===== src/rtl/sd_pkg.sv =====
// Shared SD sequencer definitions: command frames, FSM encodings, error codes.
package sd_pkg;

  localparam logic [47:0] FRAME_CMD0   = 48'h40_00000000_95;
  localparam logic [47:0] FRAME_CMD8   = 48'h48_000001AA_87;
  localparam logic [47:0] FRAME_CMD55  = 48'h77_00000000_65;
  localparam logic [47:0] FRAME_ACMD41 = 48'h69_40000000_77;
  localparam logic [7:0]  CMD17_IDX    = 8'h51;

  localparam logic [2:0] ERR_CMD0       = 3'd1;
  localparam logic [2:0] ERR_CMD8       = 3'd2;
  localparam logic [2:0] ERR_RETRY      = 3'd3;
  localparam logic [2:0] ERR_R1_TIMEOUT = 3'd4;
  localparam logic [2:0] ERR_CMD17      = 3'd5;
  localparam logic [2:0] ERR_TOKEN      = 3'd6;

  localparam int CNT_W   = 13;
  localparam int RETRY_W = 16;

  typedef enum logic [2:0] {
    ST_IDLE, ST_SEND, ST_SEND_WAIT, ST_READ, ST_READ_WAIT, ST_DONE
  } state_t;

  typedef enum logic [3:0] {
    STEP_CMD0, STEP_CMD8, STEP_ECHO, STEP_CMD55, STEP_ACMD41,
    STEP_CMD17, STEP_TOKEN, STEP_DATA, STEP_CRC
  } step_t;

  function automatic logic is_r1_step(step_t s);
    return s inside {STEP_CMD0, STEP_CMD8, STEP_CMD55, STEP_ACMD41, STEP_CMD17};
  endfunction

  function automatic logic is_init_step(step_t s);
    return s inside {STEP_CMD0, STEP_CMD8, STEP_ECHO, STEP_CMD55, STEP_ACMD41};
  endfunction

  function automatic logic [47:0] cmd_frame(step_t s, logic [31:0] addr);
    case (s)
      STEP_CMD0:   return FRAME_CMD0;
      STEP_CMD8:   return FRAME_CMD8;
      STEP_CMD55:  return FRAME_CMD55;
      STEP_ACMD41: return FRAME_ACMD41;
      STEP_CMD17:  return {CMD17_IDX, addr, 8'hFF};
      default:     return 48'h0;
    endcase
  endfunction

endpackage


===== src/rtl/sd_byte_packer.sv =====
// Packs data bytes big-endian into 32-bit words; writes each word one cycle after its 4th byte.
// No backpressure: RAM port 2 is dedicated and accepts a write every cycle.
module sd_byte_packer (
  input  logic        clk,
  input  logic        rst,
  input  logic        load,
  input  logic [11:0] base,
  input  logic        byte_vld,
  input  logic [7:0]  byte_dat,
  output logic        ram_we,
  output logic [11:0] ram_addr,
  output logic [31:0] ram_data
);

  logic [31:0] word;
  logic [1:0]  byte_cnt;
  logic [6:0]  word_idx;
  logic [11:0] base_q;
  logic [4:0]  lsb;

  // byte 0 of a word lands in bits [31:24], byte 3 in [7:0]
  assign lsb = {~byte_cnt, 3'b000};

  always_ff @(posedge clk or negedge rst) begin
    if (!rst) begin
      word     <= '0;
      byte_cnt <= '0;
      word_idx <= '0;
      base_q   <= '0;
      ram_we   <= 1'b0;
      ram_addr <= '0;
      ram_data <= '0;
    end else begin
      ram_we <= 1'b0;
      if (load) begin
        base_q   <= base;
        byte_cnt <= '0;
        word_idx <= '0;
      end else if (byte_vld) begin
        word[lsb +: 8] <= byte_dat;
        byte_cnt       <= byte_cnt + 1'b1;
        if (byte_cnt == 2'd3) begin
          ram_we   <= 1'b1;
          ram_data <= {word[31:8], byte_dat};
          ram_addr <= base_q + {5'b0, word_idx};
          word_idx <= word_idx + 1'b1;
        end
      end
    end
  end

endmodule


===== src/rtl/sd_block_sequencer.sv =====
// SPI-mode SD init (CMD0/CMD8/CMD55+ACMD41, once) then CMD17 single-block read into RAM port 2.
// One SD transaction outstanding at a time; start is ignored while busy.
module sd_block_sequencer
  import sd_pkg::*;
#(
  parameter int RESP_TIMEOUT  = 16,
  parameter int TOKEN_TIMEOUT = 4096,
  parameter int INIT_RETRIES  = 1024
) (
  input  logic        clk,
  input  logic        rst,
  input  logic        start,
  input  logic [31:0] block_addr,
  input  logic [11:0] ram_base,
  output logic        busy,
  output logic        done,
  output logic        err,
  output logic [2:0]  err_code,
  output logic        card_ready,
  output logic [47:0] sd_cmd,
  output logic        sd_start,
  output logic        sd_read,
  input  logic        sd_resp_valid,
  input  logic [7:0]  sd_resp,
  output logic        ram_we,
  output logic [11:0] ram_addr,
  output logic [31:0] ram_data
);

  state_t state, state_nxt;
  step_t  step, step_nxt;
  logic [CNT_W-1:0]   cnt, cnt_nxt;
  logic [RETRY_W-1:0] retry, retry_nxt;
  logic [31:0] addr_q;
  logic        fail, ready_set, start_acc, byte_vld;
  logic [2:0]  fail_code;

  assign start_acc = (state == ST_IDLE) && start;
  assign byte_vld  = (state == ST_READ_WAIT) && sd_resp_valid && (step == STEP_DATA);
  assign busy      = (state != ST_IDLE);
  assign done      = (state == ST_DONE);
  assign sd_start  = (state == ST_SEND);
  assign sd_read   = (state == ST_READ);
  assign sd_cmd    = sd_start ? cmd_frame(step, addr_q) : 48'h0;

  always_ff @(posedge clk or negedge rst) begin
    if (!rst) begin
      state      <= ST_IDLE;
      step       <= STEP_CMD0;
      cnt        <= '0;
      retry      <= '0;
      addr_q     <= '0;
      err        <= 1'b0;
      err_code   <= '0;
      card_ready <= 1'b0;
    end else begin
      state <= state_nxt;
      step  <= step_nxt;
      cnt   <= cnt_nxt;
      retry <= retry_nxt;
      if (start_acc) begin
        addr_q   <= block_addr;
        err      <= 1'b0;
        err_code <= '0;
      end
      if (fail) begin
        err      <= 1'b1;
        err_code <= fail_code;
        if (is_init_step(step)) card_ready <= 1'b0;
      end
      if (ready_set) card_ready <= 1'b1;
    end
  end

  always_comb begin
    state_nxt = state;
    step_nxt  = step;
    cnt_nxt   = cnt;
    retry_nxt = retry;
    fail      = 1'b0;
    fail_code = 3'd0;
    ready_set = 1'b0;
    case (state)
      ST_IDLE: if (start) begin
        state_nxt = ST_SEND;
        step_nxt  = card_ready ? STEP_CMD17 : STEP_CMD0;
        cnt_nxt   = '0;
        retry_nxt = '0;
      end
      ST_SEND: state_nxt = ST_SEND_WAIT;
      ST_SEND_WAIT: if (sd_resp_valid) begin
        state_nxt = ST_READ;
        cnt_nxt   = '0;
      end
      ST_READ: state_nxt = ST_READ_WAIT;
      ST_READ_WAIT: if (sd_resp_valid) begin
        state_nxt = ST_READ;
        cnt_nxt   = cnt + 1'b1;
        if (is_r1_step(step) && sd_resp == 8'hFF) begin
          if (cnt == CNT_W'(RESP_TIMEOUT - 1)) begin
            fail = 1'b1; fail_code = ERR_R1_TIMEOUT;
          end
        end else begin
          case (step)
            STEP_CMD0:
              if (sd_resp == 8'h01) begin step_nxt = STEP_CMD8; state_nxt = ST_SEND; end
              else begin fail = 1'b1; fail_code = ERR_CMD0; end
            STEP_CMD8: begin step_nxt = STEP_ECHO; cnt_nxt = '0; end
            STEP_ECHO: if (cnt == 13'd3) begin
              if (sd_resp == 8'hAA) begin step_nxt = STEP_CMD55; state_nxt = ST_SEND; end
              else begin fail = 1'b1; fail_code = ERR_CMD8; end
            end
            STEP_CMD55: begin step_nxt = STEP_ACMD41; state_nxt = ST_SEND; end
            STEP_ACMD41:
              if (sd_resp == 8'h00) begin
                ready_set = 1'b1; step_nxt = STEP_CMD17; state_nxt = ST_SEND;
              end else if (retry == RETRY_W'(INIT_RETRIES - 1)) begin
                fail = 1'b1; fail_code = ERR_RETRY;
              end else begin
                retry_nxt = retry + 1'b1; step_nxt = STEP_CMD55; state_nxt = ST_SEND;
              end
            STEP_CMD17:
              if (sd_resp == 8'h00) begin step_nxt = STEP_TOKEN; cnt_nxt = '0; end
              else begin fail = 1'b1; fail_code = ERR_CMD17; end
            // idle FF polling is bounded; any byte other than FF/FE is a bad token
            STEP_TOKEN:
              if (sd_resp == 8'hFE) begin step_nxt = STEP_DATA; cnt_nxt = '0; end
              else if (sd_resp != 8'hFF || cnt == CNT_W'(TOKEN_TIMEOUT - 1)) begin
                fail = 1'b1; fail_code = ERR_TOKEN;
              end
            STEP_DATA: if (cnt == 13'd511) begin step_nxt = STEP_CRC; cnt_nxt = '0; end
            STEP_CRC:  if (cnt == 13'd1) state_nxt = ST_DONE;
            default:   state_nxt = ST_IDLE;
          endcase
        end
        if (fail) state_nxt = ST_IDLE;
      end
      ST_DONE: state_nxt = ST_IDLE;
      default: state_nxt = ST_IDLE;
    endcase
  end

  sd_byte_packer u_packer (
    .clk      (clk),
    .rst      (rst),
    .load     (start_acc),
    .base     (ram_base),
    .byte_vld (byte_vld),
    .byte_dat (sd_resp),
    .ram_we   (ram_we),
    .ram_addr (ram_addr),
    .ram_data (ram_data)
  );

endmodule

===== config.mk =====
export PLATFORM = sky130hd
export DESIGN_NAME = sd_block_sequencer
export DESIGN_NICKNAME = d
export VERILOG_FILES = /design/src/rtl/sd_pkg.sv /design/src/rtl/sd_byte_packer.sv /design/src/rtl/sd_block_sequencer.sv
export SDC_FILE = /design/constraint.sdc
export NUM_CORES = 1
export LEC_CHECK = 0
export CAP_MARGIN = 0
export CELL_PAD_IN_SITES_DETAIL_PLACEMENT = 1
export CELL_PAD_IN_SITES_GLOBAL_PLACEMENT = 2
export CORE_MARGIN = 2
export CORE_UTILIZATION = 28
export CTS_CLUSTER_DIAMETER = 40
export DETAILED_ROUTE_END_ITERATION = 8
export GPL_TIMING_DRIVEN = 1
export PLACE_DENSITY = 0.86
export SLEW_MARGIN = 30
export SYNTH_ARGS = -nofsm -noshare
export SYNTH_HDL_FRONTEND = slang
export SYNTH_SLANG_ARGS = --single-unit

===== constraint.sdc =====
create_clock -name clk -period 2.3 [get_ports clk]
set_input_delay 0.46 -clock clk [delete_from_list [all_inputs] [get_ports clk]]
set_output_delay 0.46 -clock clk [all_outputs]
set_load 0.01 [all_outputs]

==> impl_metrics.tcl <==
set metrics [dict create \
    ios 158 \
    max_stage_delay_ns 0.61 \
    power_density_nw_per_um2 903 \
    worst_slew_pin_slew_ns 0.598 \
    core-area_um2 28500 \
    num_rows 62 \
    initial_core_util 0.283 \
    initialDrtViolationCount 330 \
    finalCritPeriodShare 1.05 \
    globalplace.congestion 0.826 \
    cp_max_fo 4 \
    portBuffers 156 \
    drc 0 \
    placedInstanceArea_um2 10700 \
    crit_path_start_kind "flop" \
    grt_pass1_wl_um 42700 \
    ff2ff_path_depth 8 \
    worst_setup_path_end_kind "flop" \
    rsz0062_at_grt "true" \
    syn-num-nets 999 \
    critical-path-slowest-cell "or4b_4" \
    fin_worst_skew_ns 0.00951 \
    hold_viol_final 0 \
    syn-cell-area_um2 8050 \
    syn_to_final_growth_pct 47.9 \
    dieArea_um2 30100 \
    synthArstFlopShare 1.00 \
    synth_cell_types 66 \
    num_vias 7401 \
    insertion_delay_ns 0.43 \
    ir_drop_mv 0.456 \
    arrival_ns 2.70 \
    max_slew_margin 0.601 \
    outcome "finished, violations left" \
    critPathKind "reg -> reg" \
    violations "negative setup slack" \
    htreeDepth 4 \
    min_path_type "in -> reg" \
    grt_pass1_vias 7996 \
    wl_per_cell_um 17.1 \
    cts-root-buf "clkbuf_16" \
    crit_chain "or4b_4, a21o_4, nor4b_4, buf_4, buf_6, nand4_1, xor2_1, nor2_1" \
    worst_slack_ns -0.114 \
    cts_tree "done" \
    vias_per_cell 4.69 \
    max-cap-violations 0 \
    gr-total-overflow 0 \
    avgSynthCellArea_um2 8.68 \
    synth_warnings 0 \
    cts_buffers 17 \
    synth_edf_count 0 \
    cts.path.max_buffers 2 \
    postSynthCellCount 927 \
    crit_required_ns 2.59 \
    wirelength_um 26900 \
    holdPathStages 4 \
    post-route-min-period_ns 2.41 \
    dominantRegCellSynth "dfrtp_1" \
    ys_seq_elements 163 \
    design_area_um2 11900 \
    clk_pin_slew_worst_paths_ns 0.07 \
    ant_nets 0 \
    max_freq_ghz 0.414 \
    whs_ns 0.463 \
    drive_above_1_share 0.264 \
    die_w_um 174 \
    slew_violations 0 \
    setup_viol 24 \
    dpl.hpwl_um 18300 \
    finalNetCount 1252 \
    fillers 3259 \
    grt_use_total 0.177 \
    diodes 0 \
    clkSinkCount 163 \
    antenna_found_initial 0 \
    die_h_um 174 \
    p_leak_nw 5.65 \
    synth-seq-area-share 0.507 \
    drtPass1Iterations 4 \
    grt_max_degree 52 \
]
final timing paths:
path                                         endpoint  slack [ns]              start
worst max-delay path                         retry[3]       -0.11            step[0]
worst min-delay path                u_packer.word[28]        0.46         sd_resp[4]
worst max register to register               retry[3]       -0.11            step[0]
worst min register to register  u_packer.ram_data[19]        0.47  u_packer.word[19]
max in group asynchronous        u_packer.ram_data[2]        1.09                rst
min in group asynchronous       u_packer.ram_data[22]        0.53                rst
stage by stage:
step,util,setup TNS (ns),total power [mW],std cells,worst slack (ns)
6_report,0.418,-1.16,10.7,1577,-0.114
4_1_cts,0.404,-0.543,10.5,1568,-0.0893
2_1_floorplan,-,-0.197,5.50,927,-0.0761
5_1_grt,0.418,-4.25,11.4,1577,-0.196
3_5_place_dp,0.377,-21.37,7.15,1520,-0.657
3_3_place_gp,0.377,-19.76,7.05,1520,-0.618
timing repair:
| item | in CTS | in global routing |
|---|---|---|
| cloned | 2 | 1 |
| endpoints found under the hold margin | 41 | 0 |
| buffers inserted | 13 | 10 |
| resized for setup | 223 | 124 |
| hold buffers | 1 | 0 |
| setup endpoints to repair | 83 | 113 |
| pin swaps | 14 | 40 |
Yosys cell counts (6+ instances only):
master    instances  area [um2]
dfrtp_1         163        4080
nand3_1          22         110
inv_1            20        75.1
ha_1             15         188
clkbuf_1         33         124
xnor2_1           8        70.1
nor3_1           10        50.1
o21ai_0          66         330
nand4_1          10        62.6
nor2b_1           8        50.1
buf_4             6        45.0
a21oi_1          27         135
nand2b_1          6        37.5
mux2i_1           7        70.1
o31ai_1           9        67.6
and2_1           31         194
nor2_1           41         154
or3_1             8        50.1
nand2_1         320        1200
xor2_1           20         175
and3_1           10        62.6
buf_2             8        40.0
sequential cells by signal, indices dropped and copies added, names as in the netlist, 3 cells and up:
signal,cells
addr_q,32
cnt,13
err_code,3
retry,16
state,3
step,4
u_packer.base_q,12
u_packer.ram_addr,12
u_packer.ram_data,32
u_packer.word,24
u_packer.word_idx,7
final cells by class:
type	instances	area, um2	area share
flip-flops and latches	163	4080	0.343
repair buffers	286	2600	0.219
well taps	384	480	0.0404
clock inverters	14	165	0.0139
inverters	20	86.3	0.00726
multi-input cells	692	4050	0.340
clock buffers	18	429	0.0361
metal layers:
layer  track usage  vias to the layer above  part of all wire
li1              -                     3585                 -
met1         0.222                     3662              0.44
met2         0.311                      119              0.51
met3        0.0322                       35             0.032
met4        0.0508                        0             0.020
met5             0                        -                 0
kinds of logic after synthesis:
| logic type | after synthesis | share of synthesized area |
|---|---|---|
| AND/OR/NAND/NOR | 501 | 0.285 |
| AO/OA/AOI/OAI | 138 | 0.104 |
| buffers and inverters | 72 | 0.0376 |
| flip-flops | 163 | 0.507 |
| adder cells (fa/ha/maj) | 16 | 0.0258 |
| other | 1 | 0.000466 |
| XOR/XNOR | 28 | 0.0305 |
| multiplexers | 8 | 0.0101 |
critical path: cells and delay by family (launching register included):
family / cells / cell delay, ns
AO/OA/AOI/OAI: 1 / 0.23
AND/OR/NAND/NOR: 4 / 1.13
flip-flops: 1 / 0.43
buffers and inverters: 2 / 0.31
XOR/XNOR: 1 / 0.19
placed cells by master, fill, tap and decap left out, types with 6 or more instances in the layout:
| master | Yosys | layout |
|---|---|---|
| a21oi_1 | 27 | 19 |
| a21oi_2 | 0 | 8 |
| and2_1 | 31 | 9 |
| and2_4 | 1 | 22 |
| and3_1 | 10 | 9 |
| buf_2 | 8 | 9 |
| buf_4 | 6 | 114 |
| buf_6 | 0 | 36 |
| clkbuf_16 | 0 | 18 |
| clkbuf_2 | 0 | 11 |
| clkdlybuf4s50_1 | 0 | 96 |
| clkinvlp_4 | 0 | 6 |
| dfrtp_1 | 163 | 160 |
| dlygate4sd2_1 | 0 | 8 |
| ha_1 | 15 | 14 |
| inv_1 | 20 | 16 |
| mux2i_1 | 7 | 7 |
| nand2_1 | 320 | 310 |
| nand2_2 | 0 | 9 |
| nand3_1 | 22 | 20 |
| nand4_1 | 10 | 10 |
| nor2_1 | 41 | 33 |
| nor3_1 | 10 | 8 |
| o21ai_0 | 66 | 57 |
| o21ai_1 | 2 | 7 |
| o31ai_1 | 9 | 6 |
| xnor2_1 | 8 | 8 |
| xor2_1 | 20 | 20 |
report_power, final:
group	total, mW	switching (mW)	internal, mW
Clock	2.99	1.35	1.64
Sequential	3.70	0.332	3.37
Combinational	4.06	2.26	1.80
(Power assumes the default switching activity.)
